===== config.mk =====
export PLATFORM = sky130hd
export DESIGN_NAME = l1_arbiter
export DESIGN_NICKNAME = d
export VERILOG_FILES = /design/src/rtl/l1_arbiter.sv
export SDC_FILE = /design/constraint.sdc
export NUM_CORES = 1
export LEC_CHECK = 0
export CORE_ASPECT_RATIO = 2
export CORE_UTILIZATION = 41
export DETAILED_ROUTE_END_ITERATION = 6
export HOLD_SLACK_MARGIN = 0.03
export PLACE_DENSITY_LB_ADDON = 0.05
export SYNTH_ARGS = -nofsm -noshare
export SYNTH_HDL_FRONTEND = slang
export SYNTH_SLANG_ARGS = --single-unit

===== constraint.sdc =====
create_clock -name clk -period 2.5 [get_ports clk]
set_clock_uncertainty 0.2 [all_clocks]
set_input_delay 0.5 -clock clk [delete_from_list [all_inputs] [get_ports clk]]
set_output_delay 0.5 -clock clk [all_outputs]
set_load 0.01 [all_outputs]

===== src/rtl/l1_arbiter.sv =====
// Round-robin arbiter/sequencer sharing one two-phase l1 cache between NUM_REQ requesters.
// Define L1_ARB_STATS_EN to add saturating read hit/miss counters (stat_rd_hits/stat_rd_misses).
module l1_arbiter #(
   parameter int NUM_REQ   = 2,
   parameter int WORD_SIZE = 32,
   parameter int ID_W      = (NUM_REQ > 1) ? $clog2(NUM_REQ) : 1
) (
   input  logic                         clk,
   input  logic                         rst_n,
   input  logic [NUM_REQ-1:0]           req_valid,
   input  logic [NUM_REQ-1:0]           req_wr,
   input  logic [NUM_REQ*WORD_SIZE-1:0] req_addr,
   input  logic [NUM_REQ*WORD_SIZE-1:0] req_data,
   output logic [NUM_REQ-1:0]           req_ready,
   output logic                         l1_wr_en,
   output logic [WORD_SIZE-1:0]         l1_addr,
   output logic [WORD_SIZE-1:0]         l1_data,
   input  logic [WORD_SIZE-1:0]         l1_data_out,
   input  logic                         l1_hit,
   output logic                         rsp_valid,
   output logic [ID_W-1:0]              rsp_id,
   output logic                         rsp_wr,
   output logic                         rsp_hit,
   output logic [WORD_SIZE-1:0]         rsp_data
`ifdef L1_ARB_STATS_EN
   ,
   output logic [15:0]                  stat_rd_hits,
   output logic [15:0]                  stat_rd_misses
`endif
);

   // state | meaning
   // IDLE  | no issued op, no pending response (l1 does a discarded read of address 0)
   // ADDR  | iss_valid, phase 0: l1 latches tag/index from l1_addr
   // OP    | iss_valid, phase 1: l1 samples wr_en/data; next request may be accepted
   // RESP  | pend, phase 0: l1 outputs valid, captured into rsp_* at the end of the cycle
   localparam logic [0:0]      PH_ADDR = 1'b0;
   localparam logic [0:0]      PH_OP   = 1'b1;
   localparam logic [ID_W-1:0] LAST_ID = ID_W'(NUM_REQ - 1);
   localparam logic [ID_W-1:0] ID_ONE  = ID_W'(1);

   logic [0:0]           phase;
   logic [ID_W-1:0]      last_grant;
   logic                 iss_valid;
   logic                 iss_wr;
   logic [WORD_SIZE-1:0] iss_addr;
   logic [WORD_SIZE-1:0] iss_data;
   logic [ID_W-1:0]      iss_id;
   logic                 pend;
   logic                 pend_wr;
   logic [ID_W-1:0]      pend_id;

   logic                 gnt_found;
   logic [ID_W-1:0]      gnt_id;
   logic [ID_W-1:0]      cand;
   logic                 accept;
   logic [WORD_SIZE-1:0] addr_arr [NUM_REQ];
   logic [WORD_SIZE-1:0] data_arr [NUM_REQ];

   for (genvar g = 0; g < NUM_REQ; g++) begin : g_unpack
      assign addr_arr[g] = req_addr[g*WORD_SIZE +: WORD_SIZE];
      assign data_arr[g] = req_data[g*WORD_SIZE +: WORD_SIZE];
   end

   // Search upward from last_grant+1 with wrap so every requester gets a turn within NUM_REQ slots.
   always_comb begin
      gnt_found = 1'b0;
      gnt_id    = '0;
      cand      = last_grant;
      for (int k = 0; k < NUM_REQ; k++) begin
         cand = (cand == LAST_ID) ? '0 : cand + ID_ONE;
         if (!gnt_found && req_valid[cand]) begin
            gnt_found = 1'b1;
            gnt_id    = cand;
         end
      end
   end

   assign req_ready = (rst_n && (phase == PH_OP) && gnt_found) ?
                      (NUM_REQ'(1) << gnt_id) : '0;
   assign accept    = |(req_valid & req_ready);

   assign l1_wr_en = iss_valid & iss_wr;
   assign l1_addr  = iss_valid ? iss_addr : '0;
   assign l1_data  = iss_valid ? iss_data : '0;

   always_ff @(posedge clk) begin
      if (!rst_n) begin
         phase      <= PH_ADDR;
         last_grant <= LAST_ID;
         iss_valid  <= 1'b0;
         iss_wr     <= 1'b0;
         iss_addr   <= '0;
         iss_data   <= '0;
         iss_id     <= '0;
         pend       <= 1'b0;
         pend_wr    <= 1'b0;
         pend_id    <= '0;
         rsp_valid  <= 1'b0;
         rsp_id     <= '0;
         rsp_wr     <= 1'b0;
         rsp_hit    <= 1'b0;
         rsp_data   <= '0;
      end else begin
         phase <= ~phase;

         if (accept) begin
            iss_valid  <= 1'b1;
            iss_wr     <= req_wr[gnt_id];
            iss_addr   <= addr_arr[gnt_id];
            iss_data   <= data_arr[gnt_id];
            iss_id     <= gnt_id;
            last_grant <= gnt_id;
         end else if (phase == PH_OP) begin
            iss_valid <= 1'b0;
         end

         // The slot finishing its OP here hands off to the response stage, even when a new one is accepted.
         if (phase == PH_OP) begin
            pend    <= iss_valid;
            pend_wr <= iss_wr;
            pend_id <= iss_id;
         end else begin
            pend <= 1'b0;
         end

         rsp_valid <= (phase == PH_ADDR) && pend;
         if ((phase == PH_ADDR) && pend) begin
            rsp_id   <= pend_id;
            rsp_wr   <= pend_wr;
            rsp_hit  <= l1_hit;
            rsp_data <= l1_data_out;
         end
      end
   end

`ifdef L1_ARB_STATS_EN
   always_ff @(posedge clk) begin
      if (!rst_n) begin
         stat_rd_hits   <= '0;
         stat_rd_misses <= '0;
      end else if (rsp_valid && !rsp_wr) begin
         if (rsp_hit && (stat_rd_hits != 16'hFFFF)) begin
            stat_rd_hits <= stat_rd_hits + 16'd1;
         end
         if (!rsp_hit && (stat_rd_misses != 16'hFFFF)) begin
            stat_rd_misses <= stat_rd_misses + 16'd1;
         end
      end
   end
`endif

endmodule


# After elaboration in Yosys (flattened, before gate mapping)
# Cells that the tools add are included.
# Widths: inputs -> output; s select.
[totals]
regBits = 108
elab_cells = 57
[op_classes]
addsub = 2
order_cmp = 4
n_shift = 1
mux = 23
n_bitwise = 4
n_reduce_logical = 8
[ops]
columns = ["op", "n"]
rows = [
  ["$mux 32", 8],
  ["$mux 1", 14],
  ["$lt 1x2->1 const B", 3],
  ["$logic_and 1x1->1", 4],
  ["$add 1x1->1 const B", 2],
  ["$and 2x2->2", 1],
  ["$ge 2x2->1 const B", 1],
  ["$mux 2", 1],
  ["$not 1->2", 1],
  ["$reduce_and 2->1", 1],
  ["$reduce_bool 2->1", 1],
  ["$reduce_or 2->1", 1],
  ["$shl 1x1->2 const A", 1],
  ["$and 1x1->1", 1],
  ["$logic_not 1->1", 1],
  ["$not 1->1", 1],
]

# Longest topological paths before layout
[depth]
word_depth = 13
ltp_mapped = 6

# Worst setup path before layout
# OpenSTA, ideal clock, no wires.
[synth_path]
path_kind = "input-to-output"
startpoint = "in rst_n"
endpoint = "out req_ready[1]"
t_arrival_ps = 1177
t_required_ps = 1800
path_slack_ps = 623
path_stages = 4
path_buffers = 2
path_cell_list = "buf_6 > and2_1 > and2_1 > clkbuf_1"
[synth_via]
elab_chain_cells = 3
[synth_lines]
columns = ["item", "line", "source"]
rows = [
  ["start, declared", "9", "input logic rst_n,"],
  ["$logic_and 1x1->1 (2 in series)", "79", "assign req_ready = (rst_n && (phase == PH_OP) && gnt_found) ?"],
  ["$mux 2", "79", ""],
  ["end, declared", "14", "output logic [NUM_REQ-1:0] req_ready,"],
]
# Every way passes these cells.

# Worst setup path after layout
[layout_path]
startpoint = "reg iss_valid"
endpoint = "out l1_wr_en"
[layout_via]
elab_chain_cells = 1
[layout_lines]
columns = ["item", "line", "source"]
rows = [
  ["start, declared", "44", "logic iss_valid;"],
  ["start signal, assigned", "91", "iss_valid <= 1'b0;"],
  ["start signal, assigned", "108", "iss_valid <= 1'b1;"],
  ["start signal, assigned", "115", "iss_valid <= 1'b0;"],
  ["$and 1x1->1", "83", "assign l1_wr_en = iss_valid & iss_wr;"],
  ["end, declared", "15", "output logic l1_wr_en,"],
]
# Every way passes these cells.

==> results.py <==
metrics = {
    "die": {
        "design.die.area_um2": 11550,
        "core_um2": 10880,
        "die_x_um": 76.49,
        "initial_utilization_pct": 41.82,
        "io_pins": 270,
        "num_rows": 54,
        "die_h_um": 151.0,
    },
    "cts": {
        "cts_tree": "yes",
        "cts_sinks": 108,
        "path_clk_slew_ns": 0.07,
        "root_buffer": "clkbuf_16",
        "htree_levels": 3,
        "clockBufferDepth": 2,
        "cts_hold_buf": 0,
        "worstSkewPairLatency_ns": 0.34,
        "cts_made_buffers": 9,
    },
    "grt": {
        "antenna_found_initial": 0,
        "grt_pass1_vias": 4632,
        "grt_usage_pct": 26.41,
        "grt_max_degree": 108,
        "overflow": 0,
        "grt_first_pass_wirelength_mm": 24.06,
    },
    "timing": {
        "tightest_slew_ns": 0.9413,
        "finalCritPeriodShare_pct": 96.99,
        "rsz0062_at_grt": "no",
        "hold_viol": 0,
        "min_period_ns": 2.425,
        "setup_slack_ns": 0.07514,
        "setup_violations": 0,
        "hold_ws_ns": 0.2528,
        "fmax_mhz": 412.4,
        "maxSlewViolCount": 0,
        "relSlewSlack_pct": 37.25,
    },
    "layout": {
        "design_area_um2": 7655,
        "drive_gt1_share_pct": 4.801,
        "multi_input_area_um2": 2158,
        "nFillCells": 872,
        "layout_commonest_cell": "clkdlybuf4s50_1",
        "regArea_um2": 2163,
        "area_growth_pct": 68.26,
        "num_antenna_cells": 0,
        "mostFrequentLayoutCells": "266 x clkdlybuf4s50_1, 107 x dfxtp_1, 71 x nand2_1",
        "utilization_pct": 70.37,
        "finalNetCount": 891,
    },
    "power": {
        "power_density_nw_per_um2": 522.3,
        "irDropWorstVdd_mv": 0.3864,
        "total_leakage_power_uw": 0.003112,
        "total_power_uw": 3998,
    },
    "routing": {
        "via_count": 4661,
        "wl_per_cell_um": 18.06,
        "ant_nets": 0,
        "viasPerCell": 5.364,
        "drt-pass1-iter-count": 4,
        "drtIter0Drc": 263,
        "routed_wl_mm": 15.70,
        "drcViolationCount": 0,
    },
    "synth": {
        "synth_cell_type_count": 16,
        "synth-seq-cells": 108,
        "synth_cells": 480,
        "yosysWarnings": 0,
        "syn_area_per_cell_um2": 9.478,
        "syn-num-nets": 647,
        "syn_area_um2": 4549,
        "yosysSeqAreaShare_pct": 47.52,
    },
    "critical_path": {
        "cp.arrival_ns": 1.72,
        "r2r_slack_ns": 0.67,
        "worst-path-buf-inv": 2,
        "slowest_delay_ns": 0.57,
        "cp-start-kind": "flip-flop",
        "critPathCaptureType": "output pin",
        "crit_path_top_delay_cell": "clkdlybuf4s50_1",
        "critPathMaxFanout": 32,
        "cp_cell_sequence": "buf_12 > and2_1 > clkdlybuf4s50_1",
        "cpLargestDelayFamily": "buffers and inverters",
        "required_ns": 1.80,
        "crit_type": "reg2out",
    },
    "worst_hold_path": {
        "hold_path.class": "reg2reg",
    },
    "run_status": {
        "status": "finished clean",
    },
    "place": {
        "post-place-ws_ns": -0.1480,
        "io_buffers": 269,
        "place_congestion": 0.7827,
        "hpwlAfterDp_mm": 10.68,
        "placed_area_um2": 7300,
    },
    "flow_run": {
        "max_cap_viol_count": 0,
    },
}
[state kept, by name, summed over array words and instances (netlist names)]
signal      cells
last_grant      1
rsp_hit         1
iss_data       32
iss_id          1
iss_wr          1
pend_id         1
pend_wr         1
phase           1
rsp_id          1
rsp_valid       1
pend            1
rsp_wr          1
rsp_data       32
iss_valid       1
iss_addr       32
[where the power goes]
part	internal, uW	leakage (uW)	switching [uW]
sequential	1800	0.000880	36.3
combinational	382	0.00207	196
clock	917	0.000165	668
total	3100	0.00311	901
[final cells by class]
cell class	instances	area share (%)
clock inverter	6	1.226
timing repair buffer	282	36.91
tap	140	2.288
clock buffer	10	3.122
multi-input combinational	323	28.20
sequential	108	28.26
[synth_stat cells]
library cell | number | area share [%]
a221o_1 | 65 | 14
clkbuf_1 | 31 | 2.6
a21oi_1 | 1 | 0.11
mux2i_1 | 2 | 0.44
dfxtp_1 | 108 | 48
nand2_1 | 71 | 5.9
buf_2 | 12 | 1.3
nor2b_1 | 5 | 0.69
buf_6 | 6 | 1.5
and3_1 | 67 | 9.2
a21boi_1 | 37 | 6.1
and3_4 | 1 | 0.25
nand2b_1 | 3 | 0.41
a22oi_1 | 1 | 0.17
and2_1 | 68 | 9.4
o21ai_1 | 2 | 0.22
[worst reg2reg max path, delay by kind of cell, from the launching register on]
kind | cells | cell delay (ns)
buf+inv | 1 | 0.57
compound gates | 1 | 0.34
simple gates | 2 | 0.34
flops | 1 | 0.32
[through the flow]
stage          TNS (ns)  std cells
4_1_cts               0        868
6_report              0        869
3_3_place_gp    -0.2584        852
5_1_grt               0        869
3_5_place_dp    -0.3680        852
2_1_floorplan         0        480
[routing by layer]
layer	global-route usage, %	share of wire (%)	up-vias
met5	0	0	-
met4	15.10	5.1	0
met3	6.205	6.1	47
met2	45.23	49	201
met1	29.92	40	2213
li1	-	-	2200
[cell families (layout without fill, tap and decap cells)]
kind of cell    after synthesis  in the layout  share of synthesized area, %
compound gates              106            106                         20.90
buf+inv                      49            298                         5.363
flops                       108            108                         47.52
mux                           2              2                        0.4401
simple gates                215            215                         25.77
[what timing repair did]
| action | in CTS | in global routing |
|---|---|---|
| pin swaps | 0 | 0 |
| cloned | 0 | 1 |
| gates resized for setup | 2 | 0 |
| endpoints found under the setup margin | 2 | 2 |
| setup buffers | 0 | 0 |
[final timing paths]
check                                 from                       end  cells after the start
setup / recovery    iss_valid$_SDFFE_PN0P_                  l1_wr_en                      3
hold / removal    rsp_data[2]$_SDFFE_PN0P_  rsp_data[2]$_SDFFE_PN0P_                      2
setup reg to reg          phase$_SDFF_PN0_  iss_data[7]$_SDFFE_PN0P_                      4
hold reg to reg   rsp_data[2]$_SDFFE_PN0P_  rsp_data[2]$_SDFFE_PN0P_                      2
(Power assumes the default switching activity.)
